File: src/rtl/mem_access_unit_if.sv
// rtl/mem_access_unit_if.sv - MEM-stage request and data-cache bus bundle for mem_access_unit
interface mem_access_unit_if;
  logic        req_valid;
  logic        mem_read;
  logic        mem_write;
  logic        indirect_enable;
  logic [1:0]  mem_byte_enable;
  logic [15:0] addr;
  logic [15:0] wdata;
  logic        dmem_read;
  logic        dmem_write;
  logic [15:0] dmem_address;
  logic [15:0] dmem_wdata;
  logic [1:0]  dmem_byte_enable;
  logic        dmem_resp;
  logic [15:0] dmem_rdata;
  logic [15:0] rdata;
  logic        done;
  logic        stall;

  modport slave (
    input  req_valid, mem_read, mem_write, indirect_enable, mem_byte_enable,
    input  addr, wdata, dmem_resp, dmem_rdata,
    output dmem_read, dmem_write, dmem_address, dmem_wdata, dmem_byte_enable,
    output rdata, done, stall
  );

  modport master (
    output req_valid, mem_read, mem_write, indirect_enable, mem_byte_enable,
    output addr, wdata, dmem_resp, dmem_rdata,
    input  dmem_read, dmem_write, dmem_address, dmem_wdata, dmem_byte_enable,
    input  rdata, done, stall
  );
endinterface

File: src/rtl/mem_access_unit.sv
// rtl/mem_access_unit.sv - MEM-stage load/store sequencer with optional pointer-indirect access
module mem_access_unit (
  input  logic            clk,
  input  logic            rst,
  mem_access_unit_if.slave bus
);

  typedef enum logic [1:0] {IDLE, IND_FETCH, ACCESS, DONE} state_t;

  state_t      state_q, state_d;
  logic [15:0] addr_q, addr_d;
  logic [15:0] wdata_q, wdata_d;
  logic [1:0]  be_q, be_d;
  logic        we_q, we_d;
  logic [15:0] rdata_q, rdata_d;
  logic        request;

  assign request = bus.req_valid & (bus.mem_read | bus.mem_write);

  always_ff @(posedge clk or posedge rst) begin
    if (rst) begin
      state_q <= IDLE;
    end else begin
      state_q <= state_d;
    end
  end

  always_ff @(posedge clk or posedge rst) begin
    if (rst) begin
      addr_q  <= 16'h0000;
      wdata_q <= 16'h0000;
      be_q    <= 2'b11;
      we_q    <= 1'b0;
      rdata_q <= 16'h0000;
    end else begin
      addr_q  <= addr_d;
      wdata_q <= wdata_d;
      be_q    <= be_d;
      we_q    <= we_d;
      rdata_q <= rdata_d;
    end
  end

  always_comb begin
    state_d = state_q;
    addr_d  = addr_q;
    wdata_d = wdata_q;
    be_d    = be_q;
    we_d    = we_q;
    rdata_d = rdata_q;
    case (state_q)
      IDLE: begin
        if (request) begin
          addr_d  = bus.addr;
          wdata_d = bus.wdata;
          be_d    = bus.mem_byte_enable;
          we_d    = bus.mem_write;
          state_d = bus.indirect_enable ? IND_FETCH : ACCESS;
        end
      end
      IND_FETCH: begin
        if (bus.dmem_resp) begin
          addr_d  = {bus.dmem_rdata[15:1], 1'b0};
          state_d = ACCESS;
        end
      end
      ACCESS: begin
        if (bus.dmem_resp) begin
          if (!we_q) begin
            rdata_d = bus.dmem_rdata;
          end
          state_d = DONE;
        end
      end
      DONE: begin
        state_d = IDLE;
      end
      default: begin
        state_d = IDLE;
      end
    endcase
  end

  // Every dmem_* output comes from registers only, so it cannot move while a strobe waits for resp.
  always_comb begin
    bus.dmem_read        = 1'b0;
    bus.dmem_write       = 1'b0;
    bus.dmem_address     = addr_q;
    bus.dmem_wdata       = wdata_q;
    bus.dmem_byte_enable = be_q;
    bus.done             = 1'b0;
    bus.stall            = 1'b0;
    case (state_q)
      IDLE: begin
        bus.stall = request & ~rst;
      end
      IND_FETCH: begin
        bus.dmem_read        = 1'b1;
        bus.dmem_address     = {addr_q[15:1], 1'b0};
        bus.dmem_byte_enable = 2'b11;
        bus.stall            = 1'b1;
      end
      ACCESS: begin
        bus.dmem_read    = ~we_q;
        bus.dmem_write   = we_q;
        bus.dmem_address = (be_q == 2'b11) ? {addr_q[15:1], 1'b0} : addr_q;
        bus.stall        = 1'b1;
      end
      DONE: begin
        bus.done = 1'b1;
      end
      default: begin
        bus.stall = 1'b0;
      end
    endcase
  end

  assign bus.rdata = rdata_q;

endmodule

File: src/flat_wrapper.sv
// flat-port wrapper written by rule: the top's interface ports become plain ports
module mem_access_unit_flat 
  (clk, rst, bus_req_valid, bus_mem_read, bus_mem_write, bus_indirect_enable, bus_mem_byte_enable, bus_addr, bus_wdata, bus_dmem_resp, bus_dmem_rdata, bus_dmem_read, bus_dmem_write, bus_dmem_address, bus_dmem_wdata, bus_dmem_byte_enable, bus_rdata, bus_done, bus_stall);
  mem_access_unit_if bus_i ();
  input  logic clk;
  input  logic rst;
  input wire logic [$bits(bus_i.req_valid)-1:0] bus_req_valid;
  input wire logic [$bits(bus_i.mem_read)-1:0] bus_mem_read;
  input wire logic [$bits(bus_i.mem_write)-1:0] bus_mem_write;
  input wire logic [$bits(bus_i.indirect_enable)-1:0] bus_indirect_enable;
  input wire logic [$bits(bus_i.mem_byte_enable)-1:0] bus_mem_byte_enable;
  input wire logic [$bits(bus_i.addr)-1:0] bus_addr;
  input wire logic [$bits(bus_i.wdata)-1:0] bus_wdata;
  input wire logic [$bits(bus_i.dmem_resp)-1:0] bus_dmem_resp;
  input wire logic [$bits(bus_i.dmem_rdata)-1:0] bus_dmem_rdata;
  output wire logic [$bits(bus_i.dmem_read)-1:0] bus_dmem_read;
  output wire logic [$bits(bus_i.dmem_write)-1:0] bus_dmem_write;
  output wire logic [$bits(bus_i.dmem_address)-1:0] bus_dmem_address;
  output wire logic [$bits(bus_i.dmem_wdata)-1:0] bus_dmem_wdata;
  output wire logic [$bits(bus_i.dmem_byte_enable)-1:0] bus_dmem_byte_enable;
  output wire logic [$bits(bus_i.rdata)-1:0] bus_rdata;
  output wire logic [$bits(bus_i.done)-1:0] bus_done;
  output wire logic [$bits(bus_i.stall)-1:0] bus_stall;
  assign bus_i.req_valid = bus_req_valid;
  assign bus_i.mem_read = bus_mem_read;
  assign bus_i.mem_write = bus_mem_write;
  assign bus_i.indirect_enable = bus_indirect_enable;
  assign bus_i.mem_byte_enable = bus_mem_byte_enable;
  assign bus_i.addr = bus_addr;
  assign bus_i.wdata = bus_wdata;
  assign bus_i.dmem_resp = bus_dmem_resp;
  assign bus_i.dmem_rdata = bus_dmem_rdata;
  assign bus_dmem_read = bus_i.dmem_read;
  assign bus_dmem_write = bus_i.dmem_write;
  assign bus_dmem_address = bus_i.dmem_address;
  assign bus_dmem_wdata = bus_i.dmem_wdata;
  assign bus_dmem_byte_enable = bus_i.dmem_byte_enable;
  assign bus_rdata = bus_i.rdata;
  assign bus_done = bus_i.done;
  assign bus_stall = bus_i.stall;
  mem_access_unit u_core (.clk(clk), .rst(rst), .bus(bus_i));
endmodule
File: config.mk
export PLATFORM = sky130hd
export DESIGN_NAME = mem_access_unit_flat
export DESIGN_NICKNAME = d
export VERILOG_FILES = /design/src/rtl/mem_access_unit_if.sv /design/src/rtl/mem_access_unit.sv /design/src/flat_wrapper.sv
export SDC_FILE = /design/constraint.sdc
export NUM_CORES = 1
export LEC_CHECK = 0
export ABC_AREA = 1
export BUFFER_PORTS_ARGS = -buffer_cell sky130_fd_sc_hd__buf_4
export CAP_MARGIN = 25
export CORE_MARGIN = 5
export CORE_UTILIZATION = 31
export CTS_CLUSTER_DIAMETER = 200
export CTS_CLUSTER_SIZE = 20
export DETAILED_ROUTE_END_ITERATION = 7
export HOLD_SLACK_MARGIN = 0.05
export PLACE_DENSITY = 0.56
export SETUP_SLACK_MARGIN = 0.5
export SYNTH_ARGS = -nofsm -noshare
export SYNTH_HDL_FRONTEND = slang
export SYNTH_SLANG_ARGS = --single-unit
File: constraint.sdc
create_clock -name clk -period 3.1 [get_ports clk]
set_input_delay 0.62 -clock clk [delete_from_list [all_inputs] [get_ports clk]]
set_output_delay 0.62 -clock clk [all_outputs]
set_load 0.03 [all_outputs]
==> results of run 1 <==
[per-layer routing]
layer | wire [um] | GRT usage (%)
met4 | 63 | 3.37
met3 | 795 | 6.09
met2 | 3090 | 20.7
met1 | 2880 | 17.4
met5 | 0 | 0
[power by group through the flow]
| stage | combinational (W) | sequential [W] | clock [W] |
|---|---|---|---|
| 5_1_grt | 0.00244 | 0.00127 | 0.000452 |
| 3_5_place_dp | 0.00224 | 0.00123 | 0 |
| 6_report | 0.00222 | 0.00122 | 0.000408 |
| 2_1_floorplan | 0.00126 | 0.00157 | 0 |
| 3_3_place_gp | 0.00221 | 0.00123 | 0 |
| 4_1_cts | 0.00225 | 0.00123 | 0.000427 |
[registers in the layout, summed over array words and instances, names as in the netlist]
| register | flops |
|---|---|
| u_core.be_q | 2 |
| u_core.addr_q | 16 |
| u_core.state_q | 2 |
| u_core.bus.rdata | 16 |
| u_core.bus.dmem_wdata | 16 |
| u_core.we_q | 1 |
[final timing paths]
path,endpoint,cells after the start,from
worst max-delay path,bus_dmem_read,5,u_core.state_q[1]$_DFFE_PP0P_
worst min-delay path,u_core.addr_q[3]$_DFFE_PP0P_,2,u_core.addr_q[3]$_DFFE_PP0P_
worst max register to register,u_core.addr_q[14]$_DFFE_PP0P_,8,u_core.state_q[1]$_DFFE_PP0P_
worst min register to register,u_core.addr_q[3]$_DFFE_PP0P_,2,u_core.addr_q[3]$_DFFE_PP0P_
max in group asynchronous,u_core.addr_q[15]$_DFFE_PP0P_,3,rst
min in group asynchronous,u_core.bus.rdata[12]$_DFFE_PP0P_,3,rst
[worst max-delay path: cells and delay by family (launching register included)]
family          cells  cell delay [ps]
flops               1              400
buf+inv             3              660
fa+ha+maj           1              250
compound gates      1              140
[cells by family after synthesis]
| logic type | share of synthesized area [%] |
|---|---|
| flops | 51.7 |
| compound gates | 11.2 |
| fa+ha+maj | 2.43 |
| simple gates | 20.2 |
| buf+inv | 14.5 |
[cell type report]
cell class / instances / area, sq um / area share [%]
clock inverter: 3 / 26.3 / 0.760
sequential: 53 / 1330 / 38.4
clock buffer: 5 / 68.8 / 1.99
inverter: 46 / 176 / 5.10
multi-input combinational: 185 / 870 / 25.2
timing repair buffer: 113 / 856 / 24.8
tap: 105 / 131 / 3.80
[synthesized netlist by cell type (all sizes together)]
master / number
o21ai: 53
or2: 2
ha: 5
nand4: 1
nand2: 94
o21a: 1
nor2: 6
dfrtp: 51
dfstp: 2
a21oi: 3
inv: 46
nand3: 20
clkbuf: 6
buf: 23
[stage by stage]
| step | total power [W] | hold WS, ps | area, sq um | instances | worst slack (ps) |
|---|---|---|---|---|---|
| after floorplan | 0.00283 | 442 | 2570 | 313 | 590 |
| after global placement | 0.00344 | 457 | 3350 | 501 | 1060 |
| after detailed placement | 0.00348 | 464 | 3350 | 501 | 1020 |
| after CTS | 0.00390 | 487 | 3440 | 509 | 707 |
| after global routing | 0.00415 | 499 | 3460 | 510 | 584 |
| final | 0.00385 | 489 | 3460 | 510 | 731 |
==> flow_metrics.py, run 1 <==
metrics = {
    "run_status": {
        "outcome": "complete, no violations",
    },
    "pwr": {
        "switching_share_pct": 49.1,
        "cell_internal_pwr_w": 0.00196,
        "switching_power_w": 0.00189,
        "p_per_area_mw_per_mm2": 1110,
        "power_frac_clock_pct": 10.6,
        "p_comb_share_pct": 57.7,
        "worst_ir_drop_vdd_v": 0.000464,
        "leakage_nw": 1.94,
        "power.share.sequential_pct": 31.7,
    },
    "clock_tree": {
        "cts_repair_resize_count": 0,
        "holdBufCountCts": 0,
        "cts_setup_buffers": 0,
        "cts_root_buffer": "clkbuf_8",
        "clock_tree.buffer_depth": 2,
        "tritoncts": "done",
        "htree_levels": 2,
        "worst_skew_late_latency_ps": 310,
        "cts.clk_slew.worst_paths_ps": 100,
        "clock_sink_count": 53,
        "numCtsBuffers": 5,
    },
    "synthesis": {
        "synth_seq_cells": 53,
        "syn-num-nets": 375,
        "synth_top_cell_area_share_pct": 49.6,
        "synth.area.top_cells": "dfrtp_1 50%, nand2_1 14%, o21ai_0 8.4%",
        "post_synthesis_mean_instance_area_sq_um": 8.21,
        "syn-cell-area_sq_mm": 0.00257,
        "netlist_instances": 313,
        "synth_area_leader_cell": "dfrtp_1",
        "synthesis.yosys.warnings": 0,
        "synth_sequential_area_ratio_pct": 51.7,
        "ys_types": 22,
    },
    "drt": {
        "ant_nets": 0,
        "vias": 2242,
        "drc_errors": 0,
        "first_pass_iteration_count_of_the_detailed_router": 4,
        "wl_per_cell_um": 13.4,
        "drt-total-wl_mm": 6.83,
        "initialDrtViolationCount": 70,
        "post_drt_via_cell_ratio": 4.40,
    },
    "sta": {
        "finalSetupViolCount": 0,
        "clock_period_minus_final_worst_setup_slack_ps": 2370,
        "timing.max_slew.rel_slack_pct": 49.0,
        "finalCritPeriodShare_pct": 76.4,
        "finalSetupTns_ps": 0,
        "maxClockFrequency_mhz": 422,
        "finalHoldViolations": 0,
        "slew_violations": 0,
        "clock_skew_ps": 8.94,
        "grt_setup_unrepaired": "false",
        "tightestPinTransition_ps": 763,
    },
    "finish": {
        "antenna_cells": 0,
        "fin_nets": 466,
        "synthToLayoutAreaGrowth_pct": 34.5,
        "most-common-layout-cells": "112 x buf_4, 93 x nand2_1, 51 x dfrtp_1",
        "layout.filler_cells": 824,
        "layout.cells.most_common": "buf_4",
        "post_route_cells_drive_above_1_share_pct": 32.3,
        "layout_utilization_pct": 42.5,
    },
    "global_route": {
        "pin_count_of_the_biggest_net_entering_global_routing": 54,
        "vias_in_the_first_global_route": 2301,
        "overflow": 0,
        "grt_pass1_wl_mm": 10.9,
        "antenna_found_initial": 0,
        "grt_usage_pct": 13.5,
    },
    "hold_path": {
        "timing.hold.worst.class": "reg2reg",
    },
    "placed_design": {
        "gpl.final_weighted_congestion": 0.775,
        "place.port_buffers": 110,
        "detailedPlacementHpwl_mm": 5.10,
    },
    "floorplanning": {
        "die_height_um": 101,
        "design.portCount": 111,
        "die_x_um": 101,
        "num_rows": 33,
        "initial_core_util_pct": 31.6,
        "floorplan.core_area_sq_mm": 0.00813,
        "die_area_sq_mm": 0.0102,
    },
    "critical_path": {
        "critical-path-slowest-cell": "dfrtp_1",
        "worst-r2r-setup-slack_ps": 1020,
        "biggest_fanout_along_the_worst_timing_path": 32,
        "worst-endpoint-required_ps": 2480,
        "timing.critical_path.slowest_cell_delay_ps": 400,
        "worstPathCellList": "inv_1 > ha_1 > inv_2 > a21oi_1 > buf_4",
        "critical_path_class": "reg2out",
        "cp.arrival_ps": 1750,
        "critPathCaptureType": "output pin",
        "startpoint_type": "flop",
    },
    "flow_run": {
        "max-cap-violations": 0,
    },
}
No activity file was read; power rests on OpenSTA's default activity.
==> inputs of run 2 (changes only) <==
ABC_AREA = 0   (was 1)
PLACE_DENSITY = 0.57   (was 0.56)
clock period = 2.25 ns   (was 3.1 ns; I/O delays follow)
==> run 2 against run 1 <==
Worst setup slack lost 420 ps. First-iteration DRC count shrank 54%. Clock skew grew 3.6 ps. Clock-buffer cell count grew 1. Combinational power grew 81%. Routed wire length shrank 9.7%. Final area grew 8.0%. Global-route usage shrank 1.0 points. Die area shrank 3.5%. Synthesized cell count shrank 44%.
==> flow_metrics.py, run 2 <==
metrics = {
    "run_status": {
        "outcome": "complete, no violations",
    },
    "sta": {
        "timing.max_slew.rel_slack_pct": 74.8,
        "slew_violations": 0,
        "clock_period_minus_final_worst_setup_slack_ps": 1940,
        "fin_worst_hold_slack_ps": 60.7,
        "tightestPinTransition_ps": 376,
        "clock_skew_ps": 12.6,
        "finalSetupViolCount": 0,
        "finalSetupTns_ps": 0,
        "maxClockFrequency_mhz": 515,
        "finalHoldViolations": 0,
        "finalCritPeriodShare_pct": 86.4,
        "grt_setup_unrepaired": "true",
        "worst_slack_ps": 307,
    },
    "global_route": {
        "pin_count_of_the_biggest_net_entering_global_routing": 45,
        "grt_pass1_wl_mm": 9.85,
        "overflow": 0,
        "antenna_found_initial": 0,
        "vias_in_the_first_global_route": 1943,
        "grt_usage_pct": 12.5,
    },
    "finish": {
        "fin_nets": 349,
        "register_area_sq_mm": 0.00133,
        "layout.cells.most_common": "buf_4",
        "synthToLayoutAreaGrowth_pct": 51.2,
        "fin_cells": 390,
        "layout.filler_cells": 725,
        "multi_input_comb_area_sq_mm": 0.00111,
        "antenna_cells": 0,
        "most-common-layout-cells": "110 x buf_4, 50 x dfrtp_1, 43 x mux2_2",
        "post_route_cells_drive_above_1_share_pct": 72.2,
    },
    "clock_tree": {
        "cts_root_buffer": "clkbuf_8",
        "cts.clk_slew.worst_paths_ps": 100,
        "clock_tree.buffer_depth": 2,
        "numCtsBuffers": 5,
        "holdBufCountCts": 0,
        "tritoncts": "done",
        "clock_sink_count": 53,
        "htree_levels": 2,
        "worst_skew_late_latency_ps": 310,
    },
    "critical_path": {
        "critical_path_class": "reg2out",
        "critPathCaptureType": "output pin",
        "biggest_fanout_along_the_worst_timing_path": 5,
        "startpoint_type": "flop",
        "worst-endpoint-required_ps": 1800,
        "worstPathCellList": "buf_4 > ha_4 > and2b_1 > o21a_1 > buf_6",
        "worstPathBufferInverterCount": 2,
        "critical-path-slowest-cell": "dfrtp_1",
        "cp.arrival_ps": 1490,
        "critical_path_s_top_delay_family": "flip-flops",
        "timing.critical_path.slowest_cell_delay_ps": 400,
    },
    "synthesis": {
        "post_synthesis_mean_instance_area_sq_um": 14.0,
        "synth-edff-count": 0,
        "netlist_instances": 176,
        "synth_top_cell_area_share_pct": 51.7,
        "synth.area.top_cells": "dfrtp_1 52%, mux2_2 22%, mux2_1 7.3%",
        "ys_types": 27,
        "syn-num-nets": 238,
        "synth_seq_cells": 53,
        "synth.top_cells.by_count": "51 x dfrtp_1, 49 x mux2_2, 16 x mux2_1",
        "synthArstFlopShare_pct": 100,
        "synthesis.yosys.warnings": 0,
        "synth_area_leader_cell": "dfrtp_1",
        "synth_sequential_area_ratio_pct": 53.8,
        "synth_flop_cell": "dfrtp_1",
        "syn-cell-area_sq_mm": 0.00247,
        "yosysMostFrequentCell": "dfrtp_1",
    },
    "floorplanning": {
        "die_area_sq_mm": 0.00985,
        "num_rows": 32,
        "floorplan.core_area_sq_mm": 0.00773,
        "initial_core_util_pct": 32.0,
        "design.portCount": 111,
        "die_x_um": 99.3,
        "die_height_um": 99.3,
    },
    "drt": {
        "ant_nets": 0,
        "post_drt_via_cell_ratio": 4.52,
        "first_pass_iteration_count_of_the_detailed_router": 3,
        "drt-total-wl_mm": 6.17,
        "drc_errors": 0,
        "wl_per_cell_um": 15.8,
        "initialDrtViolationCount": 32,
        "vias": 1762,
    },
    "hold_path": {
        "timing.hold.worst.class": "in2async",
    },
    "pwr": {
        "p_per_area_mw_per_mm2": 1710,
        "totalPowerFinal_w": 0.00640,
        "worst_ir_drop_vdd_v": 0.000863,
        "leakage_nw": 1.76,
    },
    "placed_design": {
        "gpl.final_weighted_congestion": 0.664,
        "place.port_buffers": 110,
        "place.detailed.instances": 372,
        "placement.setup.worst_slack_ps": 362,
        "detailedPlacementHpwl_mm": 4.49,
    },
    "flow_run": {
        "max-cap-violations": 0,
    },
}
[run 2: metal layers]
metal  track usage (%)  vias up  share of wire, %
li1                  -      819                 -
met1              14.9      853                40
met2              19.8       82                47
met3              6.94        8                12
met4              2.52        0              0.86
met5                 0        -                 0
[run 2: path summary, 6_finish.rpt]
path	slack, ps	cells after the start	from	end
setup / recovery	310	5	u_core.state_q[1]$_DFFE_PP0P_	bus_dmem_read
hold / removal	60	2	rst	u_core.bus.dmem_wdata[1]$_DFFE_PP0P_
setup reg to reg	530	6	u_core.state_q[0]$_DFFE_PP0P_	u_core.addr_q[10]$_DFFE_PP0P_
hold reg to reg	500	1	u_core.bus.dmem_wdata[14]$_DFFE_PP0P_	u_core.bus.dmem_wdata[14]$_DFFE_PP0P_
max in group asynchronous	1610	3	rst	u_core.be_q[0]$_DFFE_PP1P_
min in group clk	350	2	bus_wdata[14]	u_core.bus.dmem_wdata[14]$_DFFE_PP0P_
[run 2: final cells by class]
type | count | share of cell area [%]
well taps | 102 | 3.42
inverters | 7 | 0.771
clock inverters | 2 | 1.04
flip-flops and latches | 53 | 35.6
repair buffers | 125 | 27.6
multi-input cells | 95 | 29.6
clock buffers | 6 | 1.94
[run 2: repair_timing]
item	in CTS	in global routing
pin swaps	4	4
gates resized for setup	19	26
setup endpoints to repair	36	50
hold endpoints to repair	0	0
setup buffers	9	1
[run 2: metrics by stage]
step | instance area, sq um | util (%)
after global placement | 3360 | 43.5
after floorplan | 2490 | -
after CTS | 3620 | 46.9
final | 3730 | 48.3
after detailed placement | 3360 | 43.5
after global routing | 3730 | 48.3
[run 2: power by group]
| part | internal (W) | switching (W) |
|---|---|---|
| clock network | 0.000335 | 0.000322 |
| registers | 0.00146 | 0.000275 |
| logic | 0.00199 | 0.00202 |
[run 2: cells by family (layout without fill, tap and decap cells)]
| group | after synthesis | count (layout) | synth area share, % |
|---|---|---|---|
| compound gates | 13 | 13 | 4.21 |
| fa+ha+maj | 5 | 5 | 2.53 |
| buf+inv | 28 | 140 | 7.09 |
| flops | 53 | 53 | 53.8 |
| mux | 66 | 66 | 30.0 |
| simple gates | 11 | 11 | 2.33 |
